## config.mk

```make
export PLATFORM = sky130hd
export DESIGN_NAME = spike_encoder
export DESIGN_NICKNAME = d
export VERILOG_FILES = /design/src/rtl/encoder_pkg.sv /design/src/rtl/spike_time_quantizer.sv /design/src/rtl/spike_encoder.sv
export SDC_FILE = /design/constraint.sdc
export NUM_CORES = 1
export LEC_CHECK = 0
export ABC_CLOCK_PERIOD_IN_PS = 2100
export BUFFER_PORTS_ARGS = -buffer_cell sky130_fd_sc_hd__buf_4
export CORE_MARGIN = 8
export CORE_UTILIZATION = 39
export CTS_BUF_LIST = sky130_fd_sc_hd__clkbuf_16
export DETAILED_ROUTE_END_ITERATION = 7
export PLACE_DENSITY = 0.79
export SKIP_CTS_REPAIR_TIMING = 1
export SYNTH_ARGS = -nofsm -noshare
export SYNTH_HDL_FRONTEND = slang
export SYNTH_SLANG_ARGS = --single-unit
```

## constraint.sdc

```tcl
create_clock -name clk -period 2.1 [get_ports clk]
set_clock_uncertainty 0.1 [all_clocks]
set_input_delay 0.42 -clock clk [delete_from_list [all_inputs] [get_ports clk]]
set_output_delay 0.42 -clock clk [all_outputs]
set_load 0.02 [all_outputs]
```

## src/rtl/encoder_pkg.sv

```systemverilog
// Shared types for the spike encoder: FSM state enum, spike-time code type
// and the no-spike code, all at the default 8-cycle gamma period.
package encoder_pkg;

  localparam int ENC_TIME_PERIOD = 8;
  localparam int ENC_TW          = $clog2(ENC_TIME_PERIOD) + 1;

  typedef enum logic {
    IDLE = 1'b0,
    RUN  = 1'b1
  } enc_state_t;

  typedef logic [ENC_TW-1:0] spike_time_t;

  // MSB set marks "no spike"; the low time bits are don't-care and held at 0.
  localparam spike_time_t NO_SPIKE = {1'b1, {(ENC_TW-1){1'b0}}};

endpackage

```

## src/rtl/spike_time_quantizer.sv

```systemverilog
// One pixel -> one rank-order spike-time code. Brighter pixels get earlier
// times; pixels below THRESH get the no-spike code (MSB set, time bits 0).
module spike_time_quantizer #(
  parameter int TIME_PERIOD = 8,
  parameter int PIX_BITS    = 8,
  parameter int THRESH      = 64,
  parameter int TW          = $clog2(TIME_PERIOD) + 1
) (
  input  logic [PIX_BITS-1:0] pix_i,
  output logic [TW-1:0]       code_o
);

  // Number of low pixel bits dropped when mapping intensity onto time slots.
  localparam int SB = PIX_BITS - $clog2(TIME_PERIOD);
  // One extra bit so a threshold equal to 2**PIX_BITS still compares correctly.
  localparam logic [PIX_BITS:0] THRESH_L = THRESH[PIX_BITS:0];

  // (~pix) >> SB keeps exactly the top TW-1 inverted bits, so slice them directly.
  always_comb begin
    code_o = {1'b0, ~pix_i[PIX_BITS-1:SB]};
    if ({1'b0, pix_i} < THRESH_L) begin
      code_o = {1'b1, {(TW-1){1'b0}}};
    end
  end

endmodule

```

## src/rtl/spike_encoder.sv

```systemverilog
// Frame-to-volley encoder and gamma-cycle time base.
// Accepts a pixel frame via valid/ready, holds its encoded spike times for one
// full gamma cycle while time_val counts 0..TIME_PERIOD-1, and chains frames
// with no bubble. time_val parks at TIME_PERIOD while idle.
// Optional feature: define SPIKE_ENCODER_DBUF_EN to add a one-frame shadow
// buffer so the next frame can be taken at any point during a run.
module spike_encoder
  import encoder_pkg::*;
#(
  parameter  int NUM_SPIKES  = 16,
  parameter  int TIME_PERIOD = 8,
  parameter  int PIX_BITS    = 8,
  parameter  int THRESH      = 64,
  localparam int TW          = $clog2(TIME_PERIOD) + 1
) (
  input  logic                                clk,
  input  logic                                rst,
  input  logic                                in_valid,
  output logic                                in_ready,
  input  logic [NUM_SPIKES-1:0][PIX_BITS-1:0] in_pixels,
  output logic [NUM_SPIKES-1:0][TW-1:0]       spike_times,
  output logic [TW-1:0]                       time_val,
  output logic                                volley_start,
  output logic                                busy
);

  localparam logic [TW-1:0] IDLE_TIME     = TW'(TIME_PERIOD);
  localparam logic [TW-1:0] LAST_TIME     = TW'(TIME_PERIOD - 1);
  localparam logic [TW-1:0] NO_SPIKE_CODE = {1'b1, {(TW-1){1'b0}}};

  logic [NUM_SPIKES-1:0][TW-1:0] enc_codes;
  logic [NUM_SPIKES-1:0][TW-1:0] act_q, act_d;
  enc_state_t                    state_q, state_d;
  logic [TW-1:0]                 time_q, time_d;
  logic                          last_cycle;
  logic                          accept;
`ifdef SPIKE_ENCODER_DBUF_EN
  logic [NUM_SPIKES-1:0][TW-1:0] shadow_q, shadow_d;
  logic                          shadow_full_q, shadow_full_d;
`endif

  // Frames are encoded on the way in, so only codes are ever stored.
  generate
    for (genvar gi = 0; gi < NUM_SPIKES; gi++) begin : g_quant
      spike_time_quantizer #(
        .TIME_PERIOD (TIME_PERIOD),
        .PIX_BITS    (PIX_BITS),
        .THRESH      (THRESH),
        .TW          (TW)
      ) u_quant (
        .pix_i  (in_pixels[gi]),
        .code_o (enc_codes[gi])
      );
    end
  endgenerate

  assign last_cycle   = (state_q == RUN) && (time_q == LAST_TIME);
  assign spike_times  = act_q;
  assign time_val     = time_q;
  assign busy         = (state_q == RUN);
  assign volley_start = (state_q == RUN) && (time_q == '0);

  // Ready generation, next-state and datapath selection for the IDLE/RUN FSM.
  always_comb begin
    state_d = state_q;
    time_d  = time_q;
    act_d   = act_q;
`ifdef SPIKE_ENCODER_DBUF_EN
    shadow_d      = shadow_q;
    shadow_full_d = shadow_full_q;
    in_ready      = !rst && ((state_q == IDLE) || !shadow_full_q);
`else
    in_ready      = !rst && ((state_q == IDLE) || last_cycle);
`endif
    accept = in_valid && in_ready;

    case (state_q)
      IDLE: begin
        if (accept) begin
          state_d = RUN;
          time_d  = '0;
          act_d   = enc_codes;
        end
      end
      RUN: begin
        if (last_cycle) begin
`ifdef SPIKE_ENCODER_DBUF_EN
          if (shadow_full_q) begin
            // Shadow drains to active; a same-cycle accept refills it.
            time_d        = '0;
            act_d         = shadow_q;
            shadow_full_d = accept;
            if (accept) begin
              shadow_d = enc_codes;
            end
          end else
`endif
          if (accept) begin
            time_d = '0;
            act_d  = enc_codes;
          end else begin
            state_d = IDLE;
            time_d  = IDLE_TIME;
            act_d   = {NUM_SPIKES{NO_SPIKE_CODE}};
          end
        end else begin
          time_d = time_q + TW'(1);
`ifdef SPIKE_ENCODER_DBUF_EN
          if (accept) begin
            shadow_d      = enc_codes;
            shadow_full_d = 1'b1;
          end
`endif
        end
      end
      default: begin
        state_d = IDLE;
        time_d  = IDLE_TIME;
        act_d   = {NUM_SPIKES{NO_SPIKE_CODE}};
      end
    endcase
  end

  // State and code registers; reset drops the active volley and any shadow frame.
  always_ff @(posedge clk) begin
    if (rst) begin
      state_q <= IDLE;
      time_q  <= IDLE_TIME;
      act_q   <= {NUM_SPIKES{NO_SPIKE_CODE}};
`ifdef SPIKE_ENCODER_DBUF_EN
      shadow_full_q <= 1'b0;
`endif
    end else begin
      state_q <= state_d;
      time_q  <= time_d;
      act_q   <= act_d;
`ifdef SPIKE_ENCODER_DBUF_EN
      shadow_full_q <= shadow_full_d;
`endif
    end
  end

`ifdef SPIKE_ENCODER_DBUF_EN
  // Shadow payload needs no reset; shadow_full_q alone says whether it is live.
  always_ff @(posedge clk) begin
    shadow_q <= shadow_d;
  end
`endif

endmodule

```

==> out/qor.csv, run 1 <==
metric,value,unit
antenna_found_initial,0,
worst_slew_pin_slew,0.3446,ns
start_kind,flip-flop,
via_per_inst,5.080,
antenna_left,0,
worstReg2RegStart,time_val[1]$_SDFFE_PP0P_,
dr_wl_met2,3432,um
numCtsBuffers,9,
drt_wl_total,7261,um
m1WireLength,3047,um
p_leak,1.731,nW
crit_path_end_kind,output port,
worstSetupPathType,flip-flop to output port,
status,completed,
antenna_cells,0,
cts_buffer_depth,2,
grt_pass1_vias,2434,
io_buffer_count,121,
stdcell_count,452,
worstHoldEndpoint,spike_times[28]$_SDFFE_PP0P_,
drv_slew,0,
async_flop_share,0,
utilization,0.6115,
pwr_density_cell,855.0,nW/um2
first_pass_iters,4,
hold_path.class,primary input to flip-flop,
holdPathStages,2,
drcViolationCount,0,
pin_count,202,
cp.arrival,1.41,ns
synth_edf_count,0,
start_util,0.4034,
dp_slack,0.2250,ns
rsz0062_at_grt,false,
place_hpwl,5538,um
num_rows,29,
synth_area_per_cell,10.65,um2
overflow,0,
ys_seq_area_frac,0.5362,
rr_worst_depth,5,
grt_pass1_wl,11890,um
via_count,2296,
syn_inst,242,
fin_ws,0.1657,ns
die_h,97.28,um
netlist.area_leader.share,0.5362,
coreArea,6386,um2
areaGrowthSynthToFinish,51.58,%
track_usage,0.1495,
synth.largest_area_cell,dfxtp_1,
synth_area_leaders,"dfxtp_1, inv_1, o32ai_1, o32ai_2, a32o_1",
cts_root_buffer,clkbuf_16,
placed_cells,437,
synth_nets,375,
worstHoldStart,in_pixels[61],
grt_max_degree,28,
ys_warn_count,0,
chipWidth,97.28,um
syn_area,2576,um2
cts_max_level,3,
max_cap_viol_count,0,
hold_violations,0,
die_area,9462,um2
maxSlewHeadroom,0.7703,
fin_crit_sh,0.9211,
avgRoutedWirePerCell,16.06,um
reg2reg_slack,0.19,ns
cts_tree,built,
worstPathMaxFanout,9,
period_needed,1.934,ns
highest_layer,met4,
worstReg2RegEnd,spike_times[60]$_SDFFE_PP0P_,
final_cell_mix,"buf_4, dfxtp_1, inv_1",
cts.clk_slew.worst_paths,0.05,ns
fmaxAchievable,517.0,MHz
setup_viol,0,
dr_wl_met3,731,um
final_common_cell,buf_4,
synth_cell_types,26,
gp_congestion,0.7803,
ir_worst_vdd,533.0,uV
clock_latency,0.31,ns
synth_ff_type,dfxtp_1,
drtIter0Drc,62,
ys_ff_latch,69,
drive_gt1_frac,0.4347,
nets,504,
fin_setup_tns,0,ns
numClockSinks,69,
crit_required,1.58,ns
==> where the power goes <==
part           internal (W)  total (W)  switching (W)
sequential          0.00138    0.00142      0.0000404
clock              0.000900    0.00142       0.000517
combinational      0.000240   0.000500       0.000261
==> per-layer routing <==
| layer | vias up | track usage |
|---|---|---|
| met5 | - | 0 |
| met3 | 7 | 0.07610 |
| met2 | 81 | 0.2422 |
| met4 | 0 | 0.03846 |
| met1 | 1076 | 0.1698 |
| li1 | 1132 | - |
==> synth_stat cells, types with 2 or more instances <==
cell      number
a21oi_1        3
a311o_1        2
a32o_1        16
buf_2          8
clkbuf_1       5
dfxtp_1       69
ha_1           2
inv_1         52
mux2i_1        2
nand2_1        2
nor2_1        19
nor2b_1        3
o22a_1        16
o32ai_1       22
o32ai_2       10
==> registers in the layout, indices dropped and copies added, names as in the netlist <==
signal       count
busy             1
time_val         4
spike_times     64
==> how the worst max path moves through the flow <==
| stage | startpoint | endpoint | cells past startpoint |
|---|---|---|---|
| final | busy$_SDFF_PP0_ | volley_start | 3 |
| after global routing | time_val[1]$_SDFFE_PP0P_ | in_ready | 4 |
| after CTS | busy$_SDFF_PP0_ | volley_start | 3 |
| after detailed placement | time_val[1]$_SDFFE_PP0P_ | spike_times[60]$_SDFFE_PP0P_ | 5 |
| after global placement | time_val[1]$_SDFFE_PP0P_ | spike_times[56]$_SDFFE_PP0P_ | 5 |
| after floorplan | time_val[0]$_SDFFE_PP0P_ | spike_times[11]$_SDFFE_PP1P_ | 6 |
==> cell type report <==
class / instances / area [um2]
sequential: 69 / 1381
tap: 77 / 96.34
multi-input combinational: 107 / 934.6
clock inverter: 6 / 56.30
timing repair buffer: 132 / 1016
fill: 547 / 2481
clock buffer: 9 / 225.2
inverter: 52 / 195.2
==> metrics by stage <==
stage	hold slack (ns)	power, W	area [um2]
CTS	0.1880	0.003379	3902
global placement	0.3430	0.001943	3621
global route	0.1929	0.003474	3905
floorplan	0.4304	0.001692	2576
detailed placement	0.3497	0.001954	3621
finish	0.1994	0.003339	3905
==> kinds of logic (layout without fill, tap and decap cells) <==
kind of cell / count (synthesis) / in the layout / synth area share
compound gates: 75 / 75 / 0.2924
flops: 69 / 69 / 0.5362
buf+inv: 66 / 199 / 0.1030
simple gates: 28 / 28 / 0.05100
fa+ha+maj: 2 / 2 / 0.009712
mux: 2 / 2 / 0.007771
==> worst max-delay path: stages, from the launching register on <==
cell     delay (ns)
dfxtp_1        0.47
nor2b_2        0.30
and3b_1        0.19
buf_4          0.14
No activity file was read; power rests on OpenSTA's default activity.
==> run 2: changes to the inputs <==
--- a/config.mk
+++ b/config.mk
@@ -7,7 +7,7 @@
 export LEC_CHECK = 0
 export ABC_CLOCK_PERIOD_IN_PS = 2100
 export BUFFER_PORTS_ARGS = -buffer_cell sky130_fd_sc_hd__buf_4
-export CORE_MARGIN = 8
+export CORE_MARGIN = 4
 export CORE_UTILIZATION = 39
 export CTS_BUF_LIST = sky130_fd_sc_hd__clkbuf_16
 export DETAILED_ROUTE_END_ITERATION = 7
==> out/qor.csv, run 2 (same netlist as run 1, synthesis figures left out) <==
metric,value,unit,change
final_common_cell,buf_4,,
worstPathMaxFanout,5,,-4
drv_slew,0,,unchanged
grt_max_degree,49,,+75%
antenna_found_initial,0,,unchanged
p_clk_frac,0.409,,-0.015
cts.clk_slew.worst_paths,0.06,ns,about the same
first_pass_iters,4,,unchanged
cts_buffer_depth,2,,unchanged
maxSlewHeadroom,0.7723,,+0.002072
largest_reg_flops,64,,unchanged
num_rows,29,,unchanged
cts_root_buffer,clkbuf_16,,
gp_congestion,0.8161,,+4.6%
track_usage,0.1748,,+0.02523
antenna_left,0,,unchanged
fmaxAchievable,511.8,MHz,-1.0%
pin_count,202,,unchanged
start_util,0.4034,,unchanged
grt_pass1_wl,10800,um,-9.2%
coreArea,6386,um2,unchanged
fin_setup_tns,0,ns,unchanged
seq_power_share,0.439,,+0.013
drive_gt1_frac,0.4293,,-0.005333
p_leak,1.696,nW,-2.0%
path_cells,"ha_1, nand3b_2, a21oi_1, buf_4",,
final_cell_mix,"buf_4, dfxtp_1, inv_1",,
numCtsBuffers,9,,unchanged
setup_viol,0,,unchanged
drcViolationCount,0,,unchanged
nets,503,,-0.20%
numClockSinks,69,,unchanged
rsz0062_at_grt,false,,
crit_path_end_kind,output port,,
drtIter0Drc,63,,+1.6%
slowest_delay,0.40,ns,-0.07 ns
pwr_density_cell,838.0,nW/um2,-2.0%
via_per_inst,5.150,,+1.4%
place_area,3601,um2,-0.55%
die_h,89.28,um,-8.2%
p_comb_frac,0.153,,+0.003
hold_violations,0,,unchanged
via_count,2328,,+1.4%
grt_pass1_vias,2379,,-2.3%
period_needed,1.954,ns,+0.01946 ns
chipWidth,89.28,um,-8.2%
avgRoutedWirePerCell,15.29,um,-4.8%
antenna_cells,0,,unchanged
p_switching,0.0008393,W,+2.7%
finalInstanceArea,3869,um2,-0.93%
crit_required,1.58,ns,about the same
cp.arrival,1.43,ns,+0.02 ns
max_cap_viol_count,0,,unchanged
place_hpwl,5180,um,-6.5%
worstSetupPathType,flip-flop to output port,,
power.internal,0.002403,W,-4.7%
fin_crit_sh,0.9304,,+0.009269
ir_worst_vdd,572.8,uV,+7.5%
cts_max_level,3,,unchanged
status,completed,,
areaGrowthSynthToFinish,50.17,%,
die_area,7970,um2,-16%
cts_tree,built,,
drt_wl_total,6910,um,-4.8%
io_buffer_count,121,,unchanged
clock_latency,0.31,ns,about the same
crit_slowest_cell,dfxtp_1,,
overflow,0,,unchanged
hold_path.class,primary input to flip-flop,,
worst_slew_pin_slew,0.3408,ns,-0.003809 ns
p_sw_frac,0.2589,,+0.01405
start_kind,flip-flop,,
[run 2: final timing paths]
check / end / startpoint / slack [ns] / depth (start not counted)
min: spike_times[0]$_SDFFE_PP0P_ / in_pixels[5] / 0.20 / 2
max: in_ready / time_val[1]$_SDFFE_PP0P_ / 0.15 / 4
max reg2reg: spike_times[32]$_SDFFE_PP0P_ / time_val[1]$_SDFFE_PP0P_ / 0.20 / 5
min reg2reg: spike_times[24]$_SDFFE_PP0P_ / spike_times[24]$_SDFFE_PP0P_ / 0.35 / 2
[run 2: layout make-up]
cell class / count / area, um2
inverter: 52 / 195.2
sequential: 69 / 1381
fill: 571 / 2517
timing repair buffer: 131 / 996.0
clock inverter: 7 / 42.54
tap: 77 / 96.34
multi-input combinational: 107 / 932.1
clock buffer: 9 / 225.2
[run 2: through the flow]
step / hold slack (ns) / util / worst slack [ns] / total power (W) / std cells
global placement: 0.3428 / 0.5639 / 0.2874 / 0.001935 / 436
CTS: 0.1893 / 0.6058 / 0.1340 / 0.003285 / 452
global route: 0.1878 / 0.6058 / 0.03189 / 0.003384 / 452
floorplan: 0.4304 / - / 0.1108 / 0.001692 / 242
detailed placement: 0.3495 / 0.5639 / 0.2244 / 0.001948 / 436
finish: 0.2006 / 0.6058 / 0.1462 / 0.003242 / 452
[run 2: critical path, delay by kind of cell (launching register included)]
kind	cells	cell delay [ns]
simple gates	1	0.15
flops	1	0.40
fa+ha+maj	1	0.24
compound gates	1	0.18
buf+inv	1	0.15
[run 2: routing by layer]
metal,vias to the layer above,global-route usage,wire length [um]
met5,-,0,0
met4,0,0.06089,74
met3,9,0.07558,752
met2,90,0.2920,3291
met1,1095,0.1994,2791
li1,1134,-,-
[run 2: power by group through the flow]
stage / sequential (W) / clock (W) / combinational, W
5_1_grt: 0.00143 / 0.00142 / 0.000534
2_1_floorplan: 0.00153 / 0 / 0.000161
3_3_place_gp: 0.00144 / 0 / 0.000490
4_1_cts: 0.00142 / 0.00136 / 0.000500
6_report: 0.00142 / 0.00133 / 0.000495
3_5_place_dp: 0.00145 / 0 / 0.000499
